--- config.mk ---
export PLATFORM = sky130hd
export DESIGN_NAME = fma_operand_stage
export DESIGN_NICKNAME = d
export VERILOG_FILES = /design/src/rtl/fma_pkg.sv /design/src/rtl/fma_unpack.sv /design/src/rtl/fma_operand_stage.sv
export SDC_FILE = /design/constraint.sdc
export NUM_CORES = 1
export LEC_CHECK = 0
export ABC_AREA = 0
export BUFFER_PORTS_ARGS = -buffer_cell sky130_fd_sc_hd__clkbuf_2
export CAP_MARGIN = 20
export CORE_ASPECT_RATIO = 1.75
export CORE_UTILIZATION = 40
export DETAILED_ROUTE_END_ITERATION = 16
export PLACE_DENSITY_LB_ADDON = 0.2
export SKIP_CTS_REPAIR_TIMING = 1
export SLEW_MARGIN = 30
export SYNTH_ARGS = -nofsm -noshare
export SYNTH_HDL_FRONTEND = slang
export SYNTH_HIERARCHICAL = 1
export SYNTH_SLANG_ARGS = --single-unit
--- constraint.sdc ---
create_clock -name clk -period 8.05 [get_ports clk]
set_input_delay 0.4025 -clock clk [delete_from_list [all_inputs] [get_ports clk]]
set_output_delay 0.4025 -clock clk [all_outputs]
set_load 0.005 [all_outputs]
--- src/rtl/fma_pkg.sv ---
// ---------------------------------------------------------------------------
// fma_pkg
// Shared definitions for the FMA front end: precision encodings, exponent
// biases, canonical quiet-NaN patterns, the per-operand classification
// record and helpers that build special results right-aligned per precision.
// ---------------------------------------------------------------------------
package fma_pkg;

  // Precision select as carried on in_prec / out_prec. Both 00 and 11 mean double.
  typedef enum logic [1:0] {
    PREC_DOUBLE   = 2'b00,
    PREC_HALF     = 2'b01,
    PREC_SINGLE   = 2'b10,
    PREC_DOUBLE_X = 2'b11
  } fma_prec_e;

  // Exponent biases; the all-ones exponent of each format is 2*bias+1.
  localparam int DP_BIAS = 1023;
  localparam int SP_BIAS = 127;
  localparam int HP_BIAS = 15;

  localparam logic [10:0] DP_EXP_MAX = 11'(2 * DP_BIAS + 1);
  localparam logic [10:0] SP_EXP_MAX = 11'(2 * SP_BIAS + 1);
  localparam logic [10:0] HP_EXP_MAX = 11'(2 * HP_BIAS + 1);

  // Canonical quiet NaNs, right-aligned, upper bits zero.
  localparam logic [63:0] DP_QNAN = 64'h7FF8_0000_0000_0000;
  localparam logic [63:0] SP_QNAN = 64'h0000_0000_7FC0_0000;
  localparam logic [63:0] HP_QNAN = 64'h0000_0000_0000_7E00;

  // Unpacked and classified view of one operand.
  typedef struct packed {
    logic        sign;
    logic [10:0] exp;   // biased, zero-extended; 0 for zero / flushed subnormal
    logic [52:0] mant;  // {hidden 1, fraction, zero pad}; 0 when zero
    logic        zero;  // true zero or flushed subnormal
    logic        inf;
    logic        nan;
    logic        snan;
  } fma_operand_t;

  // Canonical qNaN for the selected precision.
  function automatic logic [63:0] qnan_pattern(input logic [1:0] prec);
    logic [63:0] res;
    case (fma_prec_e'(prec))
      PREC_HALF:   res = HP_QNAN;
      PREC_SINGLE: res = SP_QNAN;
      default:     res = DP_QNAN;
    endcase
    return res;
  endfunction

  // Signed infinity for the selected precision, right-aligned.
  function automatic logic [63:0] inf_pattern(input logic [1:0] prec, input logic sign);
    logic [63:0] res;
    case (fma_prec_e'(prec))
      PREC_HALF:   res = {48'h0, sign, HP_EXP_MAX[4:0], 10'h0};
      PREC_SINGLE: res = {32'h0, sign, SP_EXP_MAX[7:0], 23'h0};
      default:     res = {sign, DP_EXP_MAX, 52'h0};
    endcase
    return res;
  endfunction

endpackage

--- src/rtl/fma_unpack.sv ---
// ---------------------------------------------------------------------------
// fma_unpack
// Combinational unpack/classify of one raw IEEE operand.
//   raw  : operand bits, right-aligned for the selected precision
//   prec : 01 half, 10 single, 00/11 double
//   op   : sign, zero-extended biased exponent, MSB-aligned hidden-bit
//          mantissa, and zero / inf / NaN / sNaN flags
// Subnormals are flushed: exponent 0, mantissa 0, zero flag set.
// ---------------------------------------------------------------------------
module fma_unpack
  import fma_pkg::*;
(
  input  logic [63:0]  raw,
  input  logic [1:0]   prec,
  output fma_operand_t op
);

  logic        sign_s;
  logic [10:0] exp_raw_s;
  logic [10:0] exp_max_s;
  logic [51:0] frac_s;     // fraction left-aligned so its MSB is always bit 51
  logic        exp_zero_s;
  logic        exp_ones_s;
  logic        frac_nz_s;

  // Field extraction: left-aligning the fraction lets the later logic ignore precision.
  always_comb begin
    case (fma_prec_e'(prec))
      PREC_HALF: begin
        sign_s    = raw[15];
        exp_raw_s = {6'h0, raw[14:10]};
        frac_s    = {raw[9:0], 42'h0};
        exp_max_s = HP_EXP_MAX;
      end
      PREC_SINGLE: begin
        sign_s    = raw[31];
        exp_raw_s = {3'h0, raw[30:23]};
        frac_s    = {raw[22:0], 29'h0};
        exp_max_s = SP_EXP_MAX;
      end
      default: begin
        sign_s    = raw[63];
        exp_raw_s = raw[62:52];
        frac_s    = raw[51:0];
        exp_max_s = DP_EXP_MAX;
      end
    endcase
  end

  assign exp_zero_s = (exp_raw_s == 11'h0);
  assign exp_ones_s = (exp_raw_s == exp_max_s);
  assign frac_nz_s  = (frac_s != 52'h0);

  // Classification; a zero exponent covers both true zero and flushed subnormal.
  always_comb begin
    op.sign = sign_s;
    op.zero = exp_zero_s;
    op.inf  = exp_ones_s & ~frac_nz_s;
    op.nan  = exp_ones_s & frac_nz_s;
    op.snan = exp_ones_s & frac_nz_s & ~frac_s[51];
    if (exp_zero_s) begin
      op.exp  = 11'h0;
      op.mant = 53'h0;
    end else begin
      op.exp  = exp_raw_s;
      op.mant = {1'b1, frac_s};
    end
  end

endmodule

--- src/rtl/fma_operand_stage.sv ---
// ---------------------------------------------------------------------------
// fma_operand_stage
// Two-stage operand front end for a*b+c. S1 captures the raw triple, S2
// captures the unpacked fields plus the special-case result. Valid/ready on
// both sides, one triple per cycle, latency 2 cycles.
//   clk, rst_n                  : clock, async active-low reset
//   in_valid/in_ready           : upstream handshake
//   in_a/in_b/in_c              : raw operands, right-aligned per in_prec
//   in_prec, in_tag             : precision select, opaque tag
//   out_valid/out_ready         : downstream handshake
//   out_sign/zero               : {c,b,a} signs / zero flags
//   out_exp_*/out_mant_*        : biased exponents / hidden-bit mantissas
//   out_prec, out_tag           : propagated with the operands
//   out_special/_res, invalid   : special-case result and invalid flag
// ---------------------------------------------------------------------------
module fma_operand_stage
  import fma_pkg::*;
#(
  parameter int TAG_W = 4
) (
  input  logic              clk,
  input  logic              rst_n,
  input  logic              in_valid,
  output logic              in_ready,
  input  logic [63:0]       in_a,
  input  logic [63:0]       in_b,
  input  logic [63:0]       in_c,
  input  logic [1:0]        in_prec,
  input  logic [TAG_W-1:0]  in_tag,
  output logic              out_valid,
  input  logic              out_ready,
  output logic [2:0]        out_sign,
  output logic [10:0]       out_exp_a,
  output logic [10:0]       out_exp_b,
  output logic [10:0]       out_exp_c,
  output logic [52:0]       out_mant_a,
  output logic [52:0]       out_mant_b,
  output logic [52:0]       out_mant_c,
  output logic [2:0]        out_zero,
  output logic [1:0]        out_prec,
  output logic [TAG_W-1:0]  out_tag,
  output logic              out_special,
  output logic [63:0]       out_special_res,
  output logic              out_invalid
);

  // Pipeline control
  logic              s1_valid_r;
  logic              s2_valid_r;
  logic              s1_load_s;
  logic              s2_load_s;

  // S1 raw capture
  logic [63:0]       s1_a_r;
  logic [63:0]       s1_b_r;
  logic [63:0]       s1_c_r;
  logic [1:0]        s1_prec_r;
  logic [TAG_W-1:0]  s1_tag_r;

  // Unpacked operands and special-case decision from S1 contents
  fma_operand_t      op_a_s;
  fma_operand_t      op_b_s;
  fma_operand_t      op_c_s;
  logic              any_nan_s;
  logic              any_snan_s;
  logic              inf_times_zero_s;
  logic              prod_inf_s;
  logic              prod_sign_s;
  logic              inf_cancel_s;
  logic              special_s;
  logic [63:0]       special_res_s;
  logic              invalid_s;

  // S2 result registers
  logic [2:0]        s2_sign_r;
  logic [10:0]       s2_exp_a_r;
  logic [10:0]       s2_exp_b_r;
  logic [10:0]       s2_exp_c_r;
  logic [52:0]       s2_mant_a_r;
  logic [52:0]       s2_mant_b_r;
  logic [52:0]       s2_mant_c_r;
  logic [2:0]        s2_zero_r;
  logic [1:0]        s2_prec_r;
  logic [TAG_W-1:0]  s2_tag_r;
  logic              s2_special_r;
  logic [63:0]       s2_special_res_r;
  logic              s2_invalid_r;

  // S2 accepts when empty or draining; S1 accepts when empty or moving into S2.
  // in_ready depends only on state and out_ready, never on in_valid.
  assign s2_load_s = ~s2_valid_r | out_ready;
  assign s1_load_s = ~s1_valid_r | s2_load_s;
  assign in_ready  = s1_load_s;

  // Stage valid flags; reset discards anything in flight.
  always_ff @(posedge clk or negedge rst_n) begin
    if (!rst_n) begin
      s1_valid_r <= 1'b0;
      s2_valid_r <= 1'b0;
    end else begin
      if (s1_load_s) begin
        s1_valid_r <= in_valid;
      end
      if (s2_load_s) begin
        s2_valid_r <= s1_valid_r;
      end
    end
  end

  // S1 raw operand capture; contents are don't-care while s1_valid_r is low.
  always_ff @(posedge clk) begin
    if (s1_load_s && in_valid) begin
      s1_a_r    <= in_a;
      s1_b_r    <= in_b;
      s1_c_r    <= in_c;
      s1_prec_r <= in_prec;
      s1_tag_r  <= in_tag;
    end
  end

  fma_unpack u_unpack_a (.raw(s1_a_r), .prec(s1_prec_r), .op(op_a_s));
  fma_unpack u_unpack_b (.raw(s1_b_r), .prec(s1_prec_r), .op(op_b_s));
  fma_unpack u_unpack_c (.raw(s1_c_r), .prec(s1_prec_r), .op(op_c_s));

  assign any_nan_s        = op_a_s.nan | op_b_s.nan | op_c_s.nan;
  assign any_snan_s       = op_a_s.snan | op_b_s.snan | op_c_s.snan;
  assign inf_times_zero_s = (op_a_s.inf & op_b_s.zero) | (op_b_s.inf & op_a_s.zero);
  assign prod_inf_s       = (op_a_s.inf | op_b_s.inf) & ~inf_times_zero_s;
  assign prod_sign_s      = op_a_s.sign ^ op_b_s.sign;
  assign inf_cancel_s     = prod_inf_s & op_c_s.inf & (prod_sign_s ^ op_c_s.sign);

  // Special-case resolution: NaN inputs win, then invalid forms, then infinities.
  always_comb begin
    special_s     = 1'b0;
    special_res_s = 64'h0;
    invalid_s     = 1'b0;
    if (any_nan_s) begin
      special_s     = 1'b1;
      special_res_s = qnan_pattern(s1_prec_r);
      invalid_s     = any_snan_s;
    end else if (inf_times_zero_s || inf_cancel_s) begin
      special_s     = 1'b1;
      special_res_s = qnan_pattern(s1_prec_r);
      invalid_s     = 1'b1;
    end else if (prod_inf_s) begin
      special_s     = 1'b1;
      special_res_s = inf_pattern(s1_prec_r, prod_sign_s);
      invalid_s     = 1'b0;
    end else if (op_c_s.inf) begin
      special_s     = 1'b1;
      special_res_s = inf_pattern(s1_prec_r, op_c_s.sign);
      invalid_s     = 1'b0;
    end else begin
      special_s     = 1'b0;
      special_res_s = 64'h0;
      invalid_s     = 1'b0;
    end
  end

  // S2 result capture; cleared at reset so outputs read zero before first use.
  always_ff @(posedge clk or negedge rst_n) begin
    if (!rst_n) begin
      s2_sign_r        <= 3'h0;
      s2_exp_a_r       <= 11'h0;
      s2_exp_b_r       <= 11'h0;
      s2_exp_c_r       <= 11'h0;
      s2_mant_a_r      <= 53'h0;
      s2_mant_b_r      <= 53'h0;
      s2_mant_c_r      <= 53'h0;
      s2_zero_r        <= 3'h0;
      s2_prec_r        <= 2'h0;
      s2_tag_r         <= '0;
      s2_special_r     <= 1'b0;
      s2_special_res_r <= 64'h0;
      s2_invalid_r     <= 1'b0;
    end else if (s2_load_s && s1_valid_r) begin
      s2_sign_r        <= {op_c_s.sign, op_b_s.sign, op_a_s.sign};
      s2_exp_a_r       <= op_a_s.exp;
      s2_exp_b_r       <= op_b_s.exp;
      s2_exp_c_r       <= op_c_s.exp;
      s2_mant_a_r      <= op_a_s.mant;
      s2_mant_b_r      <= op_b_s.mant;
      s2_mant_c_r      <= op_c_s.mant;
      s2_zero_r        <= {op_c_s.zero, op_b_s.zero, op_a_s.zero};
      s2_prec_r        <= s1_prec_r;
      s2_tag_r         <= s1_tag_r;
      s2_special_r     <= special_s;
      s2_special_res_r <= special_res_s;
      s2_invalid_r     <= invalid_s;
    end
  end

  assign out_valid       = s2_valid_r;
  assign out_sign        = s2_sign_r;
  assign out_exp_a       = s2_exp_a_r;
  assign out_exp_b       = s2_exp_b_r;
  assign out_exp_c       = s2_exp_c_r;
  assign out_mant_a      = s2_mant_a_r;
  assign out_mant_b      = s2_mant_b_r;
  assign out_mant_c      = s2_mant_c_r;
  assign out_zero        = s2_zero_r;
  assign out_prec        = s2_prec_r;
  assign out_tag         = s2_tag_r;
  assign out_special     = s2_special_r;
  assign out_special_res = s2_special_res_r;
  assign out_invalid     = s2_invalid_r;

endmodule

==> flow_summary.toml <==
[status]
status = "completed"

[clock_tree]
cts_inserted_buffers = 41
root_buffer = "clkbuf_16"
clkSlewWorstSetupHoldPaths_ns = 0.07
clk_path_buf_depth = 3
h-tree-depth = 2
clk_latency_ns = 0.55
cts_tree = "done"
clock_sinks = 415

[timing]
tightest_slew_ns = 1.02
setup_tns_ns = 0
setup_viol = 0
hold_violations = 0
fmax_mhz = 241
slew_viol_final = 0
fin_crit_sh = 0.516
min_period_ns = 4.16
fin_skew_ns = 0.0185
slew_headroom = 0.321
hold_slack_ns = 0.0264
rsz0062_at_grt = "no"

[yosys]
yosys_register_bits = 415
synth_xor_xnor_area_share = 0.00168
syn-cell-area_um2 = 18600
synth_ff_type = "dfrtp_1"
synthMuxAreaShare = 0.122
syn_area_per_cell_um2 = 13.9
synthDistinctLibCells = 59
synthSimpleGateAreaFrac = 0.111
synth_top_family_by_area = "multiplexers"
synth_compound_area_frac = 0.0813
synth_async_sr_flop_share = 0.523
synth_fa_ha_area_frac = 0.00875
synth.yosys.seq_area_share = 0.612
yosys_warnings = 6
netlist_instances = 1342
synth_edf_count = 198

[setup_path]
slowest_stage = "edfxtp_1"
r2r_cells = 12
path_cells = "inv_1 > ha_2 > buf_4 > nor4b_1 > nand4_1 > nor3_1 > o211ai_1 > and2_1 > nor3_1 > o211ai_2 > and2b_2 > a22o_2"
arrival_ns = 4.58
critPathMaxStageDelay_ns = 0.59
setup.worst_path.end_class = "flop"
required_ns = 8.47
crit_top_cell = "nor3_1"
r2r_start = "s1_prec_r[0]"
start_kind = "flop"
crit_fanout = 67
regToRegEndpoint = "out_special_res[22]"
r2r_slack_ns = 3.89
critPathKind = "reg -> reg"

[route]
drt_first_pass_iters = 6
routed_wl_um = 54200
wire_per_inst_um = 23.1
ant_nets = 0
via_per_inst = 5.18
vias = 12200
drc = 0
drt-initial-drc-count = 793

[grt]
gr-usage-all-layers = 0.226
grt_pass1_wl_um = 78800
grt_overflow_total = 0
first_global_vias = 12500
grt_max_degree = 163
antenna_found_initial = 5

[hold_path]
hp-start = "in_c[55]"
hp-class = "in -> reg"
hold_end = "s1_c_r[55]"
min_delay_path_depth = 1

[floorplanning]
dieArea_um2 = 47400
core_um2 = 45900
pin_count = 474
die_h_um = 287
num_rows = 104
start_util = 0.405
die_w_um = 165

[finish]
n_fill_cell = 4213
areaGrowthSynthToFinish_pct = 19.3
seq_area_um2 = 11400
multi_input_area_um2 = 6210
drive_gt1_frac = 0.449
fin_nets = 1943

[placement]
gp_congestion = 0.849
io_buffer_count = 439
dpl.hpwl_um = 39500

[power]
ir_drop_v = 0.000222
power_frac_seq = 0.473
switchingPower_mw = 1.51
pwr-share-comb = 0.170
clock_power_share = 0.358
power_leakage_nw = 9.80
power_density_nw_per_um2 = 257
p_int_mw = 4.18
p_sw_frac = 0.265

[job]
drv_cap = 0
flip-flops by register name, summed over array words and instances, names as in the netlist, 9 cells and up:
name / flops
s1_a_r: 64
s1_b_r: 64
s1_c_r: 64
out_mant_a: 53
out_mant_b: 53
out_mant_c: 53
out_exp_a: 11
out_exp_b: 11
out_exp_c: 11
out_special_res: 9
area by class of cell:
cell class,count,share of cell area
Antenna cell,3,0.000338
Clock buffer,58,0.0556
Clock inverter,17,0.00874
Inverter,20,0.00338
Multi-Input combinational cell,797,0.280
Sequential cell,415,0.513
Tap cell,583,0.0329
Timing Repair Buffer,453,0.106
cell usage in the layout (no fill, tap or decap), types with 4 or more instances in the layout:
master and n:
nand3_1 6, clkbuf_2 438, edfxtp_1 198, ha_1 10
o211ai_1 10, and2_1 107, a21oi_1 26, clkbuf_8 8
clkbuf_1 6, nor4_1 28, nor2b_1 30, clkbuf_16 44
bufinv_16 4, dfrtp_1 217, nor2_1 35, o21ai_0 14
a22oi_1 47, a221oi_2 15, buf_4 10, nor4_2 6
o22ai_1 10, conb_1 34, inv_2 6, a22o_2 4
nand2_1 73, a22oi_2 4, nor3_1 18, nand3b_1 20
nor3_2 8, inv_1 14, o21ai_1 10, mux2_2 202
clkinv_2 7, o21ai_2 7, o21a_1 11, o31ai_1 6
routing by layer:
layer / GRT usage / part of all wire
met1: 0.238 / 0.34
met2: 0.421 / 0.55
met3: 0.0489 / 0.067
met4: 0.0982 / 0.040
met5: 0 / 0.00057
power by group through the flow:
stage,combinational [mW],sequential [mW],clock (mW)
4_1_cts,0.982,2.70,2.09
3_5_place_dp,0.980,2.74,0
3_3_place_gp,0.967,2.72,0
2_1_floorplan,0.544,2.71,0
5_1_grt,1.06,2.72,2.16
6_report,0.965,2.69,2.04
Yosys cell counts (15+ instances only):
cell type | count | area, µm²
a221oi_2 | 15 | 225
nor2b_1 | 30 | 188
buf_6 | 25 | 282
nor4_1 | 28 | 175
a21oi_1 | 26 | 130
dfrtp_1 | 217 | 5430
nor2_1 | 35 | 131
buf_4 | 86 | 646
mux2_2 | 202 | 2270
nor3_1 | 18 | 90.1
a22oi_1 | 47 | 353
nand3b_1 | 20 | 150
nand2_1 | 74 | 278
edfxtp_1 | 198 | 5950
and2_1 | 109 | 682
worst max-delay path: cells and delay by family (launching register included):
kind / cells / cell delay, ns
simple gates: 6 / 1.78
compound gates: 3 / 0.66
buf+inv: 2 / 0.63
flops: 1 / 0.59
fa+ha+maj: 1 / 0.32
worst max path at each step:
| stage | from | endpoint | slack (ns) | depth (start not counted) |
|---|---|---|---|---|
| after floorplan | out_ready | s1_a_r[0] | 2.37 | 2 |
| after global placement | s1_prec_r[0] | out_special_res[51] | 4.16 | 12 |
| after detailed placement | s1_prec_r[0] | out_special_res[22] | 3.97 | 12 |
| after CTS | s1_prec_r[0] | out_special_res[22] | 3.96 | 12 |
| after global routing | s1_prec_r[0] | out_special_res[22] | 3.64 | 12 |
| final | s1_prec_r[0] | out_special_res[22] | 3.89 | 12 |
kinds of logic after synthesis:
kind of cell             Yosys count
flip-flops                       415
AND/OR/NAND/NOR                  357
multiplexers                     202
AO/OA/AOI/OAI                    189
buffers and inverters            163
adder cells (fa/ha/maj)           13
XOR/XNOR                           2
other                              1
through the flow:
stage	util	instances	power, mW	worst slack (ns)	instance area (µm²)
3_5_place_dp	0.451	2266	3.71	3.97	20700
2_1_floorplan	-	1375	3.26	2.37	18700
5_1_grt	0.483	2346	5.95	3.64	22200
3_3_place_gp	0.451	2266	3.69	4.16	20700
6_report	0.483	2346	5.69	3.89	22200
4_1_cts	0.482	2341	5.77	3.96	22100
(Power assumes the default switching activity.)
